==> src/rtl/aes_pkg.sv <==
// Shared constants and types for the AES stream sequencer.
// Holds the command/mode codes, the sequencer state encoding and the
// block/word widths used by the controller and its word packer.
package aes_pkg;

  localparam int AES_BLK_W  = 128;
  localparam int AES_WORD_W = 32;

  localparam logic [1:0] AES_ENCRYPT    = 2'b00;
  localparam logic [1:0] AES_DECRYPT    = 2'b01;
  localparam logic [1:0] AES_EXPAND_KEY = 2'b10;

  typedef enum logic [2:0] {
    ST_IDLE  = 3'd0,
    ST_LOAD  = 3'd1,
    ST_START = 3'd2,
    ST_WAIT  = 3'd3,
    ST_DRAIN = 3'd4
  } aes_state_t;

endpackage

==> src/rtl/aes_word_packer.sv <==
// 4-word packer: serial-in/parallel-out while loading, parallel-in/serial-out while draining.
// Ports: clr/ld/wr/sh select the operation (priority in that order), word is the serial
// input, block the parallel input, q the assembled block, head the word at [127:96], cnt the word index.
module aes_word_packer
  import aes_pkg::*;
(
  input  logic                  clk,
  input  logic                  rst_n,
  input  logic                  clr,
  input  logic                  ld,
  input  logic                  wr,
  input  logic                  sh,
  input  logic [AES_WORD_W-1:0] word,
  input  logic [AES_BLK_W-1:0]  block,
  output logic [AES_BLK_W-1:0]  q,
  output logic [AES_WORD_W-1:0] head,
  output logic [1:0]            cnt
);

  assign head = q[AES_BLK_W-1 -: AES_WORD_W];

  always_ff @(posedge clk or negedge rst_n) begin
    if (!rst_n) begin
      q   <= '0;
      cnt <= 2'd0;
    end else if (clr) begin
      q   <= '0;
      cnt <= 2'd0;
    end else if (ld) begin
      q   <= block;
      cnt <= 2'd0;
    end else if (wr) begin
      // Words are placed by index into a cleared register, so a short
      // packet leaves the unwritten low words at zero.
      case (cnt)
        2'd0:    q[127:96] <= word;
        2'd1:    q[95:64]  <= word;
        2'd2:    q[63:32]  <= word;
        default: q[31:0]   <= word;
      endcase
      cnt <= cnt + 2'd1;
    end else if (sh) begin
      // Zeros shifted in leave the register clean for the next block.
      q   <= {q[AES_BLK_W-AES_WORD_W-1:0], {AES_WORD_W{1'b0}}};
      cnt <= cnt + 2'd1;
    end
  end

endmodule

==> src/rtl/aes_stream_ctrl.sv <==
// Sequencer between the command register, 32-bit AXI-Stream ports and the 128-bit AES core.
// Ports: cmd/cmd_valid/cmd_ready command, s_axis_* input words, m_axis_* output words,
// core_* core handshake, aes_done/busy/key_valid/err/blk_count status (busy=status_0, err=status_1).
module aes_stream_ctrl
  import aes_pkg::*;
#(
  parameter int TIMEOUT_CYCLES = 1024,
  parameter int CNT_W          = 16
) (
  input  logic                  s00_axi_aclk,
  input  logic                  s00_axi_aresetn,
  input  logic [1:0]            cmd,
  input  logic                  cmd_valid,
  output logic                  cmd_ready,
  input  logic                  err_clear,
  input  logic [AES_WORD_W-1:0] s_axis_tdata,
  input  logic                  s_axis_tvalid,
  input  logic                  s_axis_tlast,
  output logic                  s_axis_tready,
  output logic [AES_WORD_W-1:0] m_axis_tdata,
  output logic                  m_axis_tvalid,
  output logic                  m_axis_tlast,
  input  logic                  m_axis_tready,
  output logic                  core_start,
  output logic [1:0]            core_mode,
  output logic [AES_BLK_W-1:0]  core_din,
  input  logic                  core_done,
  input  logic [AES_BLK_W-1:0]  core_dout,
  output logic                  aes_done,
  output logic                  busy,
  output logic                  key_valid,
  output logic                  err,
  output logic [CNT_W-1:0]      blk_count
);

  localparam int TMO_W = $clog2(TIMEOUT_CYCLES + 1);

  aes_state_t            state;
  logic [1:0]            mode;
  logic                  last_blk;
  logic [TMO_W-1:0]      tmo_cnt;
  logic [AES_BLK_W-1:0]  blk;
  logic [AES_WORD_W-1:0] head;
  logic [1:0]            cnt;

  logic enc_dec, accept, s_hs, m_hs, short_last, tmo_hit, drain_end, err_set;

  assign enc_dec    = (cmd == AES_ENCRYPT) || (cmd == AES_DECRYPT);
  assign accept     = (state == ST_IDLE) && cmd_valid &&
                      ((cmd == AES_EXPAND_KEY) || (enc_dec && key_valid));
  assign s_hs       = (state == ST_LOAD) && s_axis_tvalid;
  assign m_hs       = (state == ST_DRAIN) && m_axis_tready;
  assign short_last = s_hs && s_axis_tlast && (mode != AES_EXPAND_KEY) && (cnt != 2'd3);
  assign tmo_hit    = (state == ST_WAIT) && !core_done && (tmo_cnt == TMO_W'(TIMEOUT_CYCLES));
  assign drain_end  = m_hs && (cnt == 2'd3);
  assign err_set    = ((state == ST_IDLE) && cmd_valid &&
                       ((enc_dec && !key_valid) || (cmd == 2'b11))) ||
                      short_last || tmo_hit;

  aes_word_packer u_packer (
    .clk   (s00_axi_aclk),
    .rst_n (s00_axi_aresetn),
    .clr   (accept || (drain_end && !last_blk)),
    .ld    ((state == ST_WAIT) && core_done),
    .wr    (s_hs),
    .sh    (m_hs),
    .word  (s_axis_tdata),
    .block (core_dout),
    .q     (blk),
    .head  (head),
    .cnt   (cnt)
  );

  // Stream and core strobes decode straight from the state register; START
  // and each pulse state last exactly one cycle.
  assign cmd_ready     = (state == ST_IDLE);
  assign busy          = (state != ST_IDLE);
  assign s_axis_tready = (state == ST_LOAD);
  assign m_axis_tvalid = (state == ST_DRAIN);
  assign m_axis_tdata  = head;
  assign m_axis_tlast  = (state == ST_DRAIN) && last_blk && (cnt == 2'd3);
  assign core_start    = (state == ST_START);
  assign core_mode     = mode;
  assign core_din      = blk;

  always_ff @(posedge s00_axi_aclk or negedge s00_axi_aresetn) begin
    if (!s00_axi_aresetn) begin
      state     <= ST_IDLE;
      mode      <= AES_ENCRYPT;
      last_blk  <= 1'b0;
      tmo_cnt   <= '0;
      aes_done  <= 1'b0;
      key_valid <= 1'b0;
      err       <= 1'b0;
      blk_count <= '0;
    end else begin
      aes_done <= 1'b0;
      // A new error in the same cycle as err_clear wins.
      err      <= err_set || (err && !err_clear);
      case (state)
        ST_IDLE: begin
          if (accept) begin
            mode      <= cmd;
            blk_count <= '0;
            last_blk  <= 1'b0;
            state     <= ST_LOAD;
          end else if (cmd_valid && enc_dec) begin
            aes_done <= 1'b1;
          end
        end
        ST_LOAD: begin
          if (s_hs) begin
            if (s_axis_tlast && (mode != AES_EXPAND_KEY)) begin
              last_blk <= 1'b1;
              state    <= ST_START;
            end else if (cnt == 2'd3) begin
              state <= ST_START;
            end
          end
        end
        ST_START: begin
          if (mode == AES_EXPAND_KEY) key_valid <= 1'b0;
          tmo_cnt <= '0;
          state   <= ST_WAIT;
        end
        ST_WAIT: begin
          if (core_done) begin
            if (blk_count != {CNT_W{1'b1}}) blk_count <= blk_count + 1'b1;
            if (mode == AES_EXPAND_KEY) begin
              key_valid <= 1'b1;
              aes_done  <= 1'b1;
              state     <= ST_IDLE;
            end else begin
              state <= ST_DRAIN;
            end
          end else if (tmo_hit) begin
            // Leaving WAIT means any later core_done is simply not looked at.
            key_valid <= 1'b0;
            aes_done  <= 1'b1;
            state     <= ST_IDLE;
          end else begin
            tmo_cnt <= tmo_cnt + 1'b1;
          end
        end
        ST_DRAIN: begin
          if (drain_end) begin
            if (last_blk) begin
              aes_done <= 1'b1;
              state    <= ST_IDLE;
            end else begin
              state <= ST_LOAD;
            end
          end
        end
        default: state <= ST_IDLE;
      endcase
    end
  end

endmodule

==> config.mk <==
export PLATFORM = sky130hd
export DESIGN_NAME = aes_stream_ctrl
export DESIGN_NICKNAME = d
export VERILOG_FILES = /design/src/rtl/aes_pkg.sv /design/src/rtl/aes_word_packer.sv /design/src/rtl/aes_stream_ctrl.sv
export SDC_FILE = /design/constraint.sdc
export NUM_CORES = 1
export LEC_CHECK = 0
export CAP_MARGIN = 40
export CORE_ASPECT_RATIO = 0.75
export CORE_MARGIN = 3
export CORE_UTILIZATION = 40
export CTS_BUF_LIST = sky130_fd_sc_hd__clkbuf_16
export CTS_CLUSTER_SIZE = 40
export DETAILED_ROUTE_END_ITERATION = 10
export HOLD_SLACK_MARGIN = 0.08
export PLACE_DENSITY = 0.84
export SLEW_MARGIN = 0
export SYNTH_ARGS = -nofsm -noshare
export SYNTH_HDL_FRONTEND = slang
export SYNTH_SLANG_ARGS = --single-unit
==> constraint.sdc <==
create_clock -name s00_axi_aclk -period 2.2 [get_ports s00_axi_aclk]
set_input_delay 0.44 -clock s00_axi_aclk [delete_from_list [all_inputs] [get_ports s00_axi_aclk]]
set_output_delay 0.44 -clock s00_axi_aclk [all_outputs]
set_load 0.05 [all_outputs]
**Yosys cells after proc, flatten, opt, wreduce, memory -nomap -nowiden**

Cells that the tools add are included.

- Output and inout bits: 187
- Word-level logic and storage cells: 143
- Bits in registers: 166

- Reduce and logical (&&, ||, !) cells: 50
- Equal/unequal tests: 31
- $add $sub $neg: 3
- Mux-type cells: 46

Operators by type and width:

| kind | count |
|---|---|
| 128-bit 2-to-1 mux | 4 |
| 32-bit 2-to-1 mux | 4 |
| 16-bit 2-to-1 mux | 3 |
| 16-bit one-hot mux with 2 select lines | 1 |
| 3-bit 2-to-1 mux | 8 |
| 11-bit 2-to-1 mux | 2 |
| 11-bit one-hot mux with 2 select lines | 1 |
| 1-bit logical AND | 20 |
| 16-bit by 1-bit adder with 16-bit output (second input constant) | 1 |
| 16-bit != test (second input constant) | 1 |
| 1-bit 2-to-1 mux | 15 |
| 3-bit one-hot mux with 5 select lines | 1 |
| 2-bit by 1-bit != test with 1-bit output (second input constant) | 6 |
| 4-bit by 1-bit != test with 1-bit output (second input constant) | 3 |
| 4-bit AND reduction | 3 |
| 11-bit by 1-bit adder with 11-bit output (second input constant) | 1 |
| 11-bit equality test (second input constant) | 1 |
| 2-bit equality test (second input constant) | 5 |
| 2-bit != test (second input constant) | 5 |
| 2-bit AND reduction | 5 |
| 2-bit 2-to-1 mux | 4 |
| 1-bit logical OR | 7 |
| 3-bit by 2-bit equality test with 1-bit output (second input constant) | 2 |
| 2-bit nonzero test | 3 |
| other kinds (18) | 24 |

**Depth between registers and ports, before layout**

- Depth in word-level cells: 8
- Gate-level depth with buffers: 8

**By module**

From an unflattened synthesis, not the netlist that was laid out.

- Cell total of the unflattened synthesis: 1037
- Area total of the unflattened synthesis: 10903.0 um^2

By module, submodules not included:

| module | cells an instance | instances | area an instance (um^2) | seq. area each (um^2) |
|---|---|---|---|---|
| aes_word_packer | 801 | 1 | 8790.9 | 3253.1 |
| aes_stream_ctrl | 236 | 1 | 2112.0 | 900.9 |

**Least setup slack after synthesis**

OpenSTA, ideal clock, no wires.

- Path kind: reg-to-output
- Start point: register state[1]
- End point: output port busy
- Cell stages (with the launch flop): 6
- Arrival time: 2.571 ns
- Data required time: 1.760 ns
- Setup slack: -0.811 ns
- Path buffers: 3
- Cell sequence: dfrtp_1 buf_2 buf_2 clkbuf_1 nor3_1 inv_1

- Word-level cells in the longest chain between the ends: 1

RTL lines:

| element | line | source |
|---|---|---|
| from (decl) | aes_stream_ctrl.sv:38 | `aes_state_t state;` |
| from (signal assigned) | aes_stream_ctrl.sv:88 | `state <= ST_IDLE;` |
| from (signal assigned) | aes_stream_ctrl.sv:106 | `state <= ST_LOAD;` |
| from (signal assigned) | aes_stream_ctrl.sv:115 | `state <= ST_START;` |
| 3-bit nonzero test | aes_stream_ctrl.sv:77 | `assign busy = (state != ST_IDLE);` |
| to (decl) | aes_stream_ctrl.sv:30 | `output logic busy,` |

No other way between the ends.

**Worst setup path after layout**

- Start point: register u_packer.q[88]
- End point: output port core_din[88]

RTL lines:

| element | line | source |
|---|---|---|
| from (decl) | aes_word_packer.sv:15 | `output logic [AES_BLK_W-1:0] q,` |
| from (signal assigned) | aes_word_packer.sv:30 | `q <= block;` |
| from (signal assigned) | aes_word_packer.sv:37 | `2'd1: q[95:64] <= word;` |
| from (signal assigned) | aes_word_packer.sv:44 | `q <= {q[AES_BLK_W-AES_WORD_W-1:0], {AES_WORD_W{1'b0}}};` |
| to (decl) | aes_stream_ctrl.sv:26 | `output logic [AES_BLK_W-1:0] core_din,` |

No word-level cell between the ends.

==> results.cfg <==
[synthesis]
yosysWarnings = 0
synth_cell_types = 60
synth_fa_ha_area_share_pct = 0.9050
synth_ff_type = dfrtp_1
ys_seq_area_share_pct = 42.92
yosys-top-cells-count = dfrtp_1, a21oi_1, o21ai_0
synth_edf_count = 0
synth_top_cell_by_area = dfrtp_1
synth_area_per_cell_um2 = 9.378
synthTopCellsByArea = dfrtp_1, a21oi_1, a22oi_1, nor2b_1, o21ai_0
syn-cell-area_um2 = 9678
synth_xor_area_share_pct = 0.5430
ys_ff_latch = 166
synth_compound_area_share_pct = 25.87
syn_nets = 1209
synthArstFlopShare_pct = 100.0
synth_top_cell_area_share_pct = 42.92
yosys.area_share.simple_pct = 17.63
netlist_instances = 1032
yosysMostFrequentCell = dfrtp_1
muxShareOfSynthArea_pct = 4.344
synth_top_family_by_area = compound AO/OA/AOI/OAI gates

[timing]
rsz0062_at_grt = no
max_slew_margin_pct = 59.52
finalSetupTns_ns = 0
fmax_mhz = 463.3
hold_ws_ns = 0.3726
tightest_slew_ns = 0.6072
drv_slew = 0
finalHoldViolations = 0
period_minus_slack_ns = 2.158
min_period_over_period_pct = 98.10
fin_skew_ns = 0.01420
final-setup-viol-count = 0

[floorplan]
die-area_um2 = 26120
coreArea_um2 = 23360
fp.dieH_um = 140.7
start_util_pct = 41.43
rows = 48
io-pin-count = 357
dieWidth_um = 185.6

[route]
dr.pass1.iters = 6
wl_per_cell_um = 22.36
drt-initial-drc-count = 767
drt-total-wl_um = 37680
dr_total_vias = 10030
viasPerCell = 5.951
ant_nets = 0
drc = 0

[grt]
grtUsageTotal_pct = 28.01
first_global_vias = 10180
grt_start_max_net_pins = 58
antenna_found_initial = 1
grt_overflow = 0
grt_pass1_wl_um = 57730

[setup_path]
cp_slowest_stage_delay_ns = 0.85
crit_type = reg2out
cp_data_required_time_ns = 1.76
start_kind = flip-flop
cp-end-kind = primary output
r2r_start = state[2]
cp_data_arrival_time_ns = 1.72
crit_fanout = 3
cpLargestDelayFamily = buffers and inverters
cp_num_buf_inv = 1
slowest_stage = clkdlybuf4s50_1
startpoint = u_packer.q[88]
cp_cell_sequence = clkdlybuf4s50_1

[clocking]
htree_levels = 4
cts_tree = built
cts_buffers = 17
clock_latency_ns = 0.43
cts.clk_slew.worst_paths_ns = 0.07
root_buffer = clkbuf_16
clock_path_buffers = 2
cts.sinks = 166

[placed_design]
dp_hpwl_um = 26900
dpl_cell_area_um2 = 13890
dpl.cell_count = 1648
routabilityCongestion = 0.9357
port_buffers = 356

[finish]
regArea_um2 = 4158
antenna_cells = 0
area_growth_pct = 49.92
drive_gt1_share_pct = 13.14
nNetsFinal = 1550
postLayoutCoreUtil_pct = 62.10
fill_cells = 1915
multi_input_area_um2 = 4891
layout.cells.non_filler = 1685
final_area_um2 = 14510

[hold_path]
hold_path.class = in2reg
worstHoldStart = s_axis_tvalid

[power]
peakVddDrop_uv = 1003
power_density_nw_per_um2 = 1489
p_leak_nw = 6.000

[outcome]
outcome = finished, final reports clean

[run]
maxCapViolCount = 0
-- cell families after synthesis --
kind of cell / count (synthesis)
AOI/OAI and AO/OA: 406
xor gates and xnor gates: 6
adders and majority gates: 7
buffers and inverters: 132
DFF: 166
muxes: 38
and+or+nand+nor: 277
-- final cells by class --
class                   instances  area share [%]
multi-input cells             734           33.71
repair buffers                442           31.10
flip-flops and latches        166           28.66
clock buffers                  17           2.932
well taps                     300           2.587
clock inverters                14          0.7071
inverters                      12          0.3105
-- cells in the final DEF (no fill, tap or decap), drive strengths merged, types with 8 or more instances in the layout --
| master | n |
|---|---|
| clkbuf | 17 |
| inv | 17 |
| nand3b | 41 |
| a31oi | 14 |
| nand2 | 36 |
| or3 | 8 |
| buf | 97 |
| dfrtp | 166 |
| mux2 | 32 |
| o31ai | 8 |
| a22o | 33 |
| o21ai | 108 |
| clkdlybuf4s50 | 336 |
| nand3 | 17 |
| a21oi | 139 |
| a22oi | 86 |
| nor2 | 17 |
| nor2b | 98 |
-- registers in the layout, summed over array words and instances (netlist names) --
register / cells
state: 3
tmo_cnt: 11
u_packer.q: 128
blk_count: 16
last_blk: 1
core_mode: 2
err: 1
u_packer.cnt: 2
key_valid: 1
aes_done: 1
-- tightest hold or removal path, delay by kind of cell --
| family | cells | cell delay, ns |
|---|---|---|
| simple gates | 2 | 0.16 |
| buf+inv | 1 | 0.15 |
-- power by group --
part | internal [mW] | leakage (nW) | switching [mW]
logic | 5.01 | 3.54 | 8.55
clock network | 1.45 | 0.247 | 1.33
registers | 4.16 | 2.21 | 1.12
total | 10.6 | 6.00 | 11.0
-- worst paths after layout --
kind                                   endpoint  slack [ns]  cells after the start
max in group asynchronous       u_packer.q[103]        0.97                      3
min in group asynchronous            tmo_cnt[5]        0.57                      2
worst min register to register   u_packer.q[10]        0.51                      1
worst max register to register  u_packer.q[125]        0.17                      7
worst min-delay path                        err        0.37                      3
worst max-delay path               core_din[88]        0.04                      1
-- through the flow --
step	power, mW	setup WS (ns)
after CTS	21.50	0.0001400
after floorplan	13.75	-0.2503
after global routing	22.55	0.003006
final	21.60	0.04171
after detailed placement	18.64	-0.1468
after global placement	18.41	-0.1082
-- routing by layer --
layer	track usage (%)	vias to the layer above	wire length (µm)
met5	0	-	13
met4	9.871	2	1082
met3	6.139	84	3651
met2	45.68	614	17850
met1	36.93	4876	15080
li1	-	4452	-
-- repair_timing --
action / CTS / global route
hold buffers: 1 / 0
buffers inserted: 1 / 4
hold endpoints to repair: 51 / 0
pin swaps: 1 / 0
resized for setup: 7 / 9
setup endpoints to repair: 4 / 9
Note: power is estimated with default switching activity, not from simulation.
